<file path="src/rtl/pulse_cnt_pkg.sv">
// Shared constants and types for the multi-channel pulse counter.
`timescale 1ns/1ps
package pulse_cnt_pkg;

  // Hard upper bound on channel count; the channel index field is 4 bits wide
  // but only this many channels are ever instantiated.
  localparam int MAX_CH = 8;

  // Global register byte addresses.
  localparam logic [9:0] IRQ_STAT_ADDR = 10'h000;
  localparam logic [9:0] PARAM_ADDR    = 10'h004;

  // Channel window: channel c lives at CH_BASE + CH_STRIDE*c.
  localparam logic [9:0] CH_BASE   = 10'h100;
  localparam int         CH_STRIDE = 16;

  // Register inside a channel window, encoded as the word offset addr[3:2]
  // (byte offsets 0x0 CR, 0x4 SR, 0x8 CNT, 0xC THR).
  typedef enum logic [1:0] {
    REG_CR  = 2'd0,
    REG_SR  = 2'd1,
    REG_CNT = 2'd2,
    REG_THR = 2'd3
  } ch_reg_e;

  // CR bit positions.
  localparam int CR_SW_BIT     = 0;
  localparam int CR_CLR_BIT    = 1;
  localparam int CR_EXT_EN_BIT = 2;
  localparam int CR_OVF_IE_BIT = 3;
  localparam int CR_THR_IE_BIT = 4;

  // SR bit positions.
  localparam int SR_OVF_BIT = 0;
  localparam int SR_THR_BIT = 1;

  // Stored CR fields, packed in CR bit order [4:1]; sw_pulse is a strobe
  // and is never stored.
  typedef struct packed {
    logic thr_ie;
    logic ovf_ie;
    logic ext_en;
    logic count_clr;
  } cr_t;

endpackage

</file>
<file path="src/rtl/pulse_cnt_ch.sv">
// One counter channel: input synchroniser, rising-edge detect, counter,
// sticky overflow/threshold flags, CR/THR registers and local read mux.
`timescale 1ns/1ps
module pulse_cnt_ch
  import pulse_cnt_pkg::*;
#(
  parameter int CNT_W = 8
) (
  input  logic        clk,
  input  logic        rst_n,
  input  logic        pulse_in,
  input  logic        wr,
  input  ch_reg_e     reg_sel,
  input  logic [31:0] wdata,
  output logic [31:0] rdata,
  output logic        irq
);

  logic             sync1_q;
  logic             sync2_q;
  logic             edge_q;
  cr_t              cr_q;
  cr_t              cr_next;
  logic             ovf_q;
  logic             thr_hit_q;
  logic [CNT_W-1:0] cnt_q;
  logic [CNT_W-1:0] thr_q;

  logic             cr_wr;
  logic             sr_wr;
  logic             thr_wr;
  logic             sw_evt;
  logic             ext_evt;
  logic [1:0]       inc;
  logic [CNT_W:0]   sum;
  logic [CNT_W-1:0] cnt_p1;
  logic [CNT_W-1:0] cnt_p2;
  logic             ovf_set;
  logic             thr_set;
  logic             ovf_clr;
  logic             thr_clr;
  logic             unused_wdata;

  assign cr_wr  = wr & (reg_sel == REG_CR);
  assign sr_wr  = wr & (reg_sel == REG_SR);
  assign thr_wr = wr & (reg_sel == REG_THR);

  // Only the low bits of the bus are meaningful for any channel register.
  assign unused_wdata = ^wdata;

  // A software pulse is a CR write with bit 0 set; an external event is a
  // synchronised rising edge while external counting is enabled.
  assign sw_evt  = cr_wr & wdata[CR_SW_BIT];
  assign ext_evt = cr_q.ext_en & sync2_q & ~edge_q;
  assign inc     = {1'b0, sw_evt} + {1'b0, ext_evt};

  // The extra sum bit is the wrap indication; the +1/+2 values are the
  // intermediate counts compared against the threshold.
  assign sum    = {1'b0, cnt_q} + (CNT_W+1)'(inc);
  assign cnt_p1 = cnt_q + CNT_W'(1);
  assign cnt_p2 = cnt_q + CNT_W'(2);

  // count_clr takes its post-write value so a same-cycle clear beats a pulse.
  assign ovf_set = ~cr_next.count_clr & sum[CNT_W];
  assign thr_set = ~cr_next.count_clr &
                   (((inc != 2'd0) & (cnt_p1 == thr_q)) |
                    ((inc == 2'd2) & (cnt_p2 == thr_q)));

  // Software clears a flag by writing 0 to it; a same-cycle set still wins.
  assign ovf_clr = sr_wr & ~wdata[SR_OVF_BIT];
  assign thr_clr = sr_wr & ~wdata[SR_THR_BIT];

  // Next CR contents: write data on a CR write, otherwise hold.
  always_comb begin
    // NOTE: default assignment first keeps this combinational block latch-free.
    cr_next = cr_q;
    if (cr_wr) begin
      cr_next.count_clr = wdata[CR_CLR_BIT];
      cr_next.ext_en    = wdata[CR_EXT_EN_BIT];
      cr_next.ovf_ie    = wdata[CR_OVF_IE_BIT];
      cr_next.thr_ie    = wdata[CR_THR_IE_BIT];
    end
  end

  // Two-flop synchroniser plus the previous-level flop for edge detection;
  // it runs regardless of ext_en so re-enabling never produces a false edge.
  always_ff @(posedge clk or negedge rst_n) begin
    // NOTE: flops use non-blocking assignments so each stage samples the
    // pre-edge value of the stage before it.
    if (!rst_n) begin
      sync1_q <= 1'b0;
      sync2_q <= 1'b0;
      edge_q  <= 1'b0;
    end else begin
      sync1_q <= pulse_in;
      sync2_q <= sync1_q;
      edge_q  <= sync2_q;
    end
  end

  // Control, counter, sticky flags and threshold registers.
  always_ff @(posedge clk or negedge rst_n) begin
    // NOTE: the block holds only a handful of flops and no memory arrays,
    // so every state element gets an explicit reset value.
    if (!rst_n) begin
      cr_q      <= '0;
      cnt_q     <= '0;
      ovf_q     <= 1'b0;
      thr_hit_q <= 1'b0;
      thr_q     <= '0;
    end else begin
      cr_q      <= cr_next;
      cnt_q     <= cr_next.count_clr ? '0 : sum[CNT_W-1:0];
      ovf_q     <= ovf_set | (ovf_q & ~ovf_clr);
      thr_hit_q <= thr_set | (thr_hit_q & ~thr_clr);
      if (thr_wr) begin
        thr_q <= wdata[CNT_W-1:0];
      end
    end
  end

  // Local read mux; reserved bits read as zero.
  always_comb begin
    rdata = '0;
    unique case (reg_sel)
      REG_CR:  rdata = {27'd0, cr_q, 1'b0};
      REG_SR:  rdata = {30'd0, thr_hit_q, ovf_q};
      REG_CNT: rdata = 32'(cnt_q);
      REG_THR: rdata = 32'(thr_q);
      default: rdata = '0;
    endcase
  end

  assign irq = (ovf_q & cr_q.ovf_ie) | (thr_hit_q & cr_q.thr_ie);

endmodule

</file>
<file path="src/rtl/pulse_counter_mc.sv">
// Multi-channel pulse counter top: address decode, channel array, global
// IRQ_STAT/PARAM registers and the combinational read mux.
`timescale 1ns/1ps
module pulse_counter_mc
  import pulse_cnt_pkg::*;
#(
  parameter int NUM_CH = 4,
  parameter int CNT_W  = 8
) (
  input  logic              clk,
  input  logic              rst_n,
  input  logic              wr_en,
  input  logic              rd_en,
  input  logic [9:0]        addr,
  input  logic [31:0]       wdata,
  output logic [31:0]       rdata,
  input  logic [NUM_CH-1:0] pulse_in,
  output logic              irq
);

  // Channel count actually built, clamped to the architectural maximum.
  localparam int NCH        = (NUM_CH > MAX_CH) ? MAX_CH : NUM_CH;
  localparam int STRIDE_LSB = $clog2(CH_STRIDE);
  localparam logic [31:0] PARAM_VAL = {16'd0, 8'(CNT_W), 8'(NCH)};

  logic          ch_space;
  logic [3:0]    ch_idx;
  ch_reg_e       reg_sel;
  logic [NCH-1:0] ch_hit;
  logic [NCH-1:0] irq_stat;
  logic [31:0]   ch_rdata [NCH];

  // Channel window decode: word aligned, inside the 0x100..0x1FF page.
  assign ch_space = (addr[9:8] == CH_BASE[9:8]) && (addr[1:0] == 2'b00);
  assign ch_idx   = addr[STRIDE_LSB +: 4];
  assign reg_sel  = ch_reg_e'(addr[3:2]);

  for (genvar c = 0; c < NCH; c++) begin : g_ch
    assign ch_hit[c] = ch_space && (ch_idx == 4'(c));

    pulse_cnt_ch #(
      .CNT_W (CNT_W)
    ) u_ch (
      .clk      (clk),
      .rst_n    (rst_n),
      .pulse_in (pulse_in[c]),
      .wr       (wr_en & ch_hit[c]),
      .reg_sel  (reg_sel),
      .wdata    (wdata),
      .rdata    (ch_rdata[c]),
      .irq      (irq_stat[c])
    );
  end

  // Inputs of channels beyond the clamp are not counted.
  if (NUM_CH > NCH) begin : g_unused_pulse
    logic unused_pulse;
    assign unused_pulse = ^pulse_in[NUM_CH-1:NCH];
  end

  assign irq = |irq_stat;

  // Zero-latency read mux; anything not decoded reads zero.
  always_comb begin
    rdata = '0;
    if (rd_en) begin
      if (addr == IRQ_STAT_ADDR) begin
        rdata = 32'(irq_stat);
      end else if (addr == PARAM_ADDR) begin
        rdata = PARAM_VAL;
      end else begin
        for (int c = 0; c < NCH; c++) begin
          if (ch_hit[c]) begin
            rdata = ch_rdata[c];
          end
        end
      end
    end
  end

endmodule

</file>
<file path="config.mk">
export PLATFORM = sky130hd
export DESIGN_NAME = pulse_counter_mc
export DESIGN_NICKNAME = d
export VERILOG_FILES = /design/src/rtl/pulse_cnt_pkg.sv /design/src/rtl/pulse_cnt_ch.sv /design/src/rtl/pulse_counter_mc.sv
export SDC_FILE = /design/constraint.sdc
export NUM_CORES = 1
export LEC_CHECK = 0
export CAP_MARGIN = 20
export CORE_MARGIN = 5
export CORE_UTILIZATION = 55
export DETAILED_ROUTE_END_ITERATION = 8
export PLACE_DENSITY = 0.77
export REMOVE_ABC_BUFFERS = 1
export SETUP_SLACK_MARGIN = 0.1
export SYNTH_ARGS = -nofsm -noshare
export SYNTH_HDL_FRONTEND = slang
export SYNTH_SLANG_ARGS = --single-unit
</file>
<file path="constraint.sdc">
create_clock -name clk -period 6.75 [get_ports clk]
set_input_delay 2.025 -clock clk [delete_from_list [all_inputs] [get_ports clk]]
set_output_delay 2.025 -clock clk [all_outputs]
set_load 0.02 [all_outputs]
</file>
==> results by group <==
Status
  – Outcome: complete, no violations

Global route
  – Global-route wire length before repair: ~30,000 um
  – Global Route Usage Sum: 25.6%
  – Number of global-route vias before repair: just under 6,000
  – Total gr overflow: 0
  – Initial antenna violation count: 0
  – Largest net degree at the start of global routing: between 50 and 60

Yosys
  – Post-synthesis cell type count: 66
  – Yosys warns: 0
  – Synth top area cells: dfrtp_1 36%, mux2_2 8.3%, xor2_1 5.3%
  – Post-synth EDFFs: 0
  – Synth Flop Type: dfrtp_1
  – Most common cell in the synthesized netlist: dfrtp_1
  – Post-synthesis area per instance: 9.85 um^2
  – Post-Syn Instances: 700
  – Post-synth top area cell: dfrtp_1
  – Synth Cell Area: roughly 0.0069 mm^2
  – Most instantiated cells after synthesis: 100 x dfrtp_1, 51 x mux2_2, 44 x nor2_1, 42 x xor2_1, 41 x nand2_1
  – Post-synth ARST share: 100%
  – Synth top area share: between 30% and 40%
  – Yosys reg bits: 100
  – Seq/Total Area, Yosys: between 30% and 40%

Cells and area
  – Nets: approximately 810
  – Final std cells w/o fill: 910
  – ANT cells: 0
  – Share of post-route cells with drive strength above 1: between 10% and 20%
  – Final instance area: 0.00777 mm^2
  – Synthesis-to-layout area growth: 12.7%

Floorplan
  – Row cnt: 41
  – Die area: approximately 0.015 mm^2
  – Core box area: approximately 0.012 mm^2
  – Die W: 122 um
  – Ports: 83
  – Die Y: about 120 um
  – Initial core utilization: a little under three fifths

Setup path
  – Largest stage delay, worst path: between 0.7 and 0.8 ns
  – Worst path slowest cell: or4b_2
  – Critical Path RT: roughly 4.7 ns
  – Highest net fanout along the worst path: 3
  – R2R Setup Slk: 4.39 ns
  – Setup crit start kind: input port
  – Critical path arrival: 4.51 ns
  – Crit Path Class: in2out
  – CP endpoint kind: primary output
  – Critical-path cell list: clkdlybuf4s50_1 > or4b_2 > nor3_1 > buf_4 > o2111ai_1 > a21boi_0 > dlygate4sd2_1

Power and ir drop
  – Flop pwr share: between 40 and 50%
  – Pleak: between 3 and 4 nW
  – Clock power frac: a little over two fifths
  – Internal power: 999 uW
  – Pwr dens: between 150 and 200 mW/mm^2
  – Peak VDD IR: about 0.15 mV
  – Total power: ~1.3 mW
  – Psw: between 300 and 400 uW
  – Combinational power share: between 10% and 20%
  – Net Sw Frac: 24.8%

STA
  – # setup viols final: 0
  – Highest clock rate: around 150 MHz
  – Worst rel slew slack: between 20% and 30%
  – Final setup TNS: 0 ns
  – Post-Route Skew: just over 0.006 ns
  – RSZ-0062 raised after global routing: no
  – Hold_ws: ~0.35 ns
  – Tcrit/Tclk final: approximately 97%
  – Final min period: ~6.5 ns
  – Hold violation count in the final report: 0
  – Fin. max-slew vios: 0
  – Slew @ Worst Pin: approximately 1.1 ns

CTS
  – Clk_lat worst skew: about 0.36 ns
  – Clock sink count: 100
  – Clock slew at reported path FFs: 0.06 ns
  – Post-CTS Setup Bufs: 0
  – Bufs on Longest Clock Path: 2
  – # H-tree levels: 3
  – Hold buffers post-CTS: 0
  – CTS buffer count: 9
  – CTS tree: done
  – Root buf cell: clkbuf_16

Placement
  – Placement Cell Area: around 0.0074 mm^2
  – Gpl congestion: 1.09
  – Dpl hpwl: between 10,000 and 15,000 um
  – Port Buffers: 35
  – Cells after DPL: approximately 900

Routing
  – DR WL/cell: 19.9 um
  – DR vias/cell: 6.16
  – Initial DRT Pass Iterations: 5
  – Final Routed Wirelength: roughly 18,000 um
  – Vias: 5,604
  – Final ANT Viol Nets: 0
  – 1st-iter DRT viols: roughly 460
  – Residual DRC: 0

Min path
  – Worst min path class: reg2reg

Run
  – # Max-Cap Violations: 0
==> area by class of cell <==
cell class,count,area (um^2)
Tap cell,172,215
Timing Repair Buffer,60,551
Inverter,24,90.1
Clock buffer,10,239
Clock inverter,6,86.3
Multi-Input combinational cell,538,4090
Fill cell,1052,4690
Sequential cell,100,2500
==> worst max-delay path, delay by kind of cell <==
| family | cells | cell delay (ns) |
|---|---|---|
| compound gates | 2 | 0.41 |
| buf+inv | 3 | 1.07 |
| simple gates | 2 | 1.00 |
==> through the flow <==
stage               setup WS (ns)  util [%]
floorplan                   0.857         -
global placement           -0.162      59.6
detailed placement         -0.186      59.6
CTS                        0.0977      62.2
global route                0.163      62.4
finish                      0.212      62.4
==> layer usage <==
metal	GRT usage (%)	wire length [um]
met5	0	0
met2	41.5	8710
met3	5.76	1250
met4	9.66	568
met1	33.7	7550
==> sequential cells by signal, indices dropped and copies added (netlist names) <==
name and count:
g_ch.u_ch.cnt_q 32, g_ch.u_ch.cr_q 16, g_ch.u_ch.edge_q 4, g_ch.u_ch.ovf_q 4, g_ch.u_ch.sync1_q 4, g_ch.u_ch.sync2_q 4
g_ch.u_ch.thr_hit_q 4, g_ch.u_ch.thr_q 32
==> power groups by stage <==
| stage | Combinational [mW] | Sequential [mW] | Clock, mW |
|---|---|---|---|
| after floorplan | 0.0615 | 0.636 | 0 |
| after CTS | 0.132 | 0.631 | 0.576 |
| after global placement | 0.127 | 0.641 | 0 |
| after detailed placement | 0.130 | 0.642 | 0 |
| final | 0.133 | 0.631 | 0.565 |
| after global routing | 0.145 | 0.633 | 0.597 |
==> timing repair <==
| item | in CTS | in global routing |
|---|---|---|
| hold endpoints to repair | 0 | 0 |
| resized for setup | 9 | 7 |
| endpoints found under the setup margin | 8 | 2 |
==> cell families (layout without fill, tap and decap cells) <==
kind of cell / count (synthesis) / after routing / share of synthesized area [%]
and+or+nand+nor: 211 / 211 / 16.8
DFF: 100 / 100 / 36.3
AOI/OAI and AO/OA: 128 / 128 / 13.4
muxes: 72 / 72 / 12.3
xor gates and xnor gates: 76 / 76 / 9.66
adders and majority gates: 28 / 28 / 5.52
other: 1 / 23 / 0.0544
buffers and inverters: 84 / 100 / 6.04
==> path summary, 6_finish.rpt <==
check / startpoint / endpoint / cells after the start
max: addr[9] / rdata[0] / 7
min: g_ch[0].u_ch.sync1_q / g_ch[0].u_ch.sync2_q / 0
max reg2reg: g_ch[3].u_ch.cnt_q[2] / g_ch[3].u_ch.thr_hit_q / 6
min reg2reg: g_ch[0].u_ch.sync1_q / g_ch[0].u_ch.sync2_q / 0
max in group asynchronous: rst_n / g_ch[1].u_ch.thr_q[0] / 2
min in group asynchronous: rst_n / g_ch[0].u_ch.sync1_q / 1
==> placed cells by master (no fill, tap or decap), types with 10 or more instances in the layout <==
cell type | synthesis | final
mux2i_1 | 16 | 16
ha_1 | 24 | 24
xnor2_1 | 34 | 34
and2_1 | 14 | 13
o21ai_0 | 23 | 23
nand3_1 | 24 | 24
a22oi_1 | 10 | 10
xor2_1 | 42 | 42
nor3_1 | 11 | 11
nor2b_1 | 12 | 12
nand4_1 | 22 | 22
buf_4 | 23 | 24
conb_1 | 1 | 23
clkdlybuf4s50_1 | 0 | 26
inv_1 | 20 | 20
nor2_1 | 44 | 44
mux2_2 | 51 | 51
dfrtp_1 | 100 | 100
nand2_1 | 41 | 41
(Power assumes the default switching activity.)
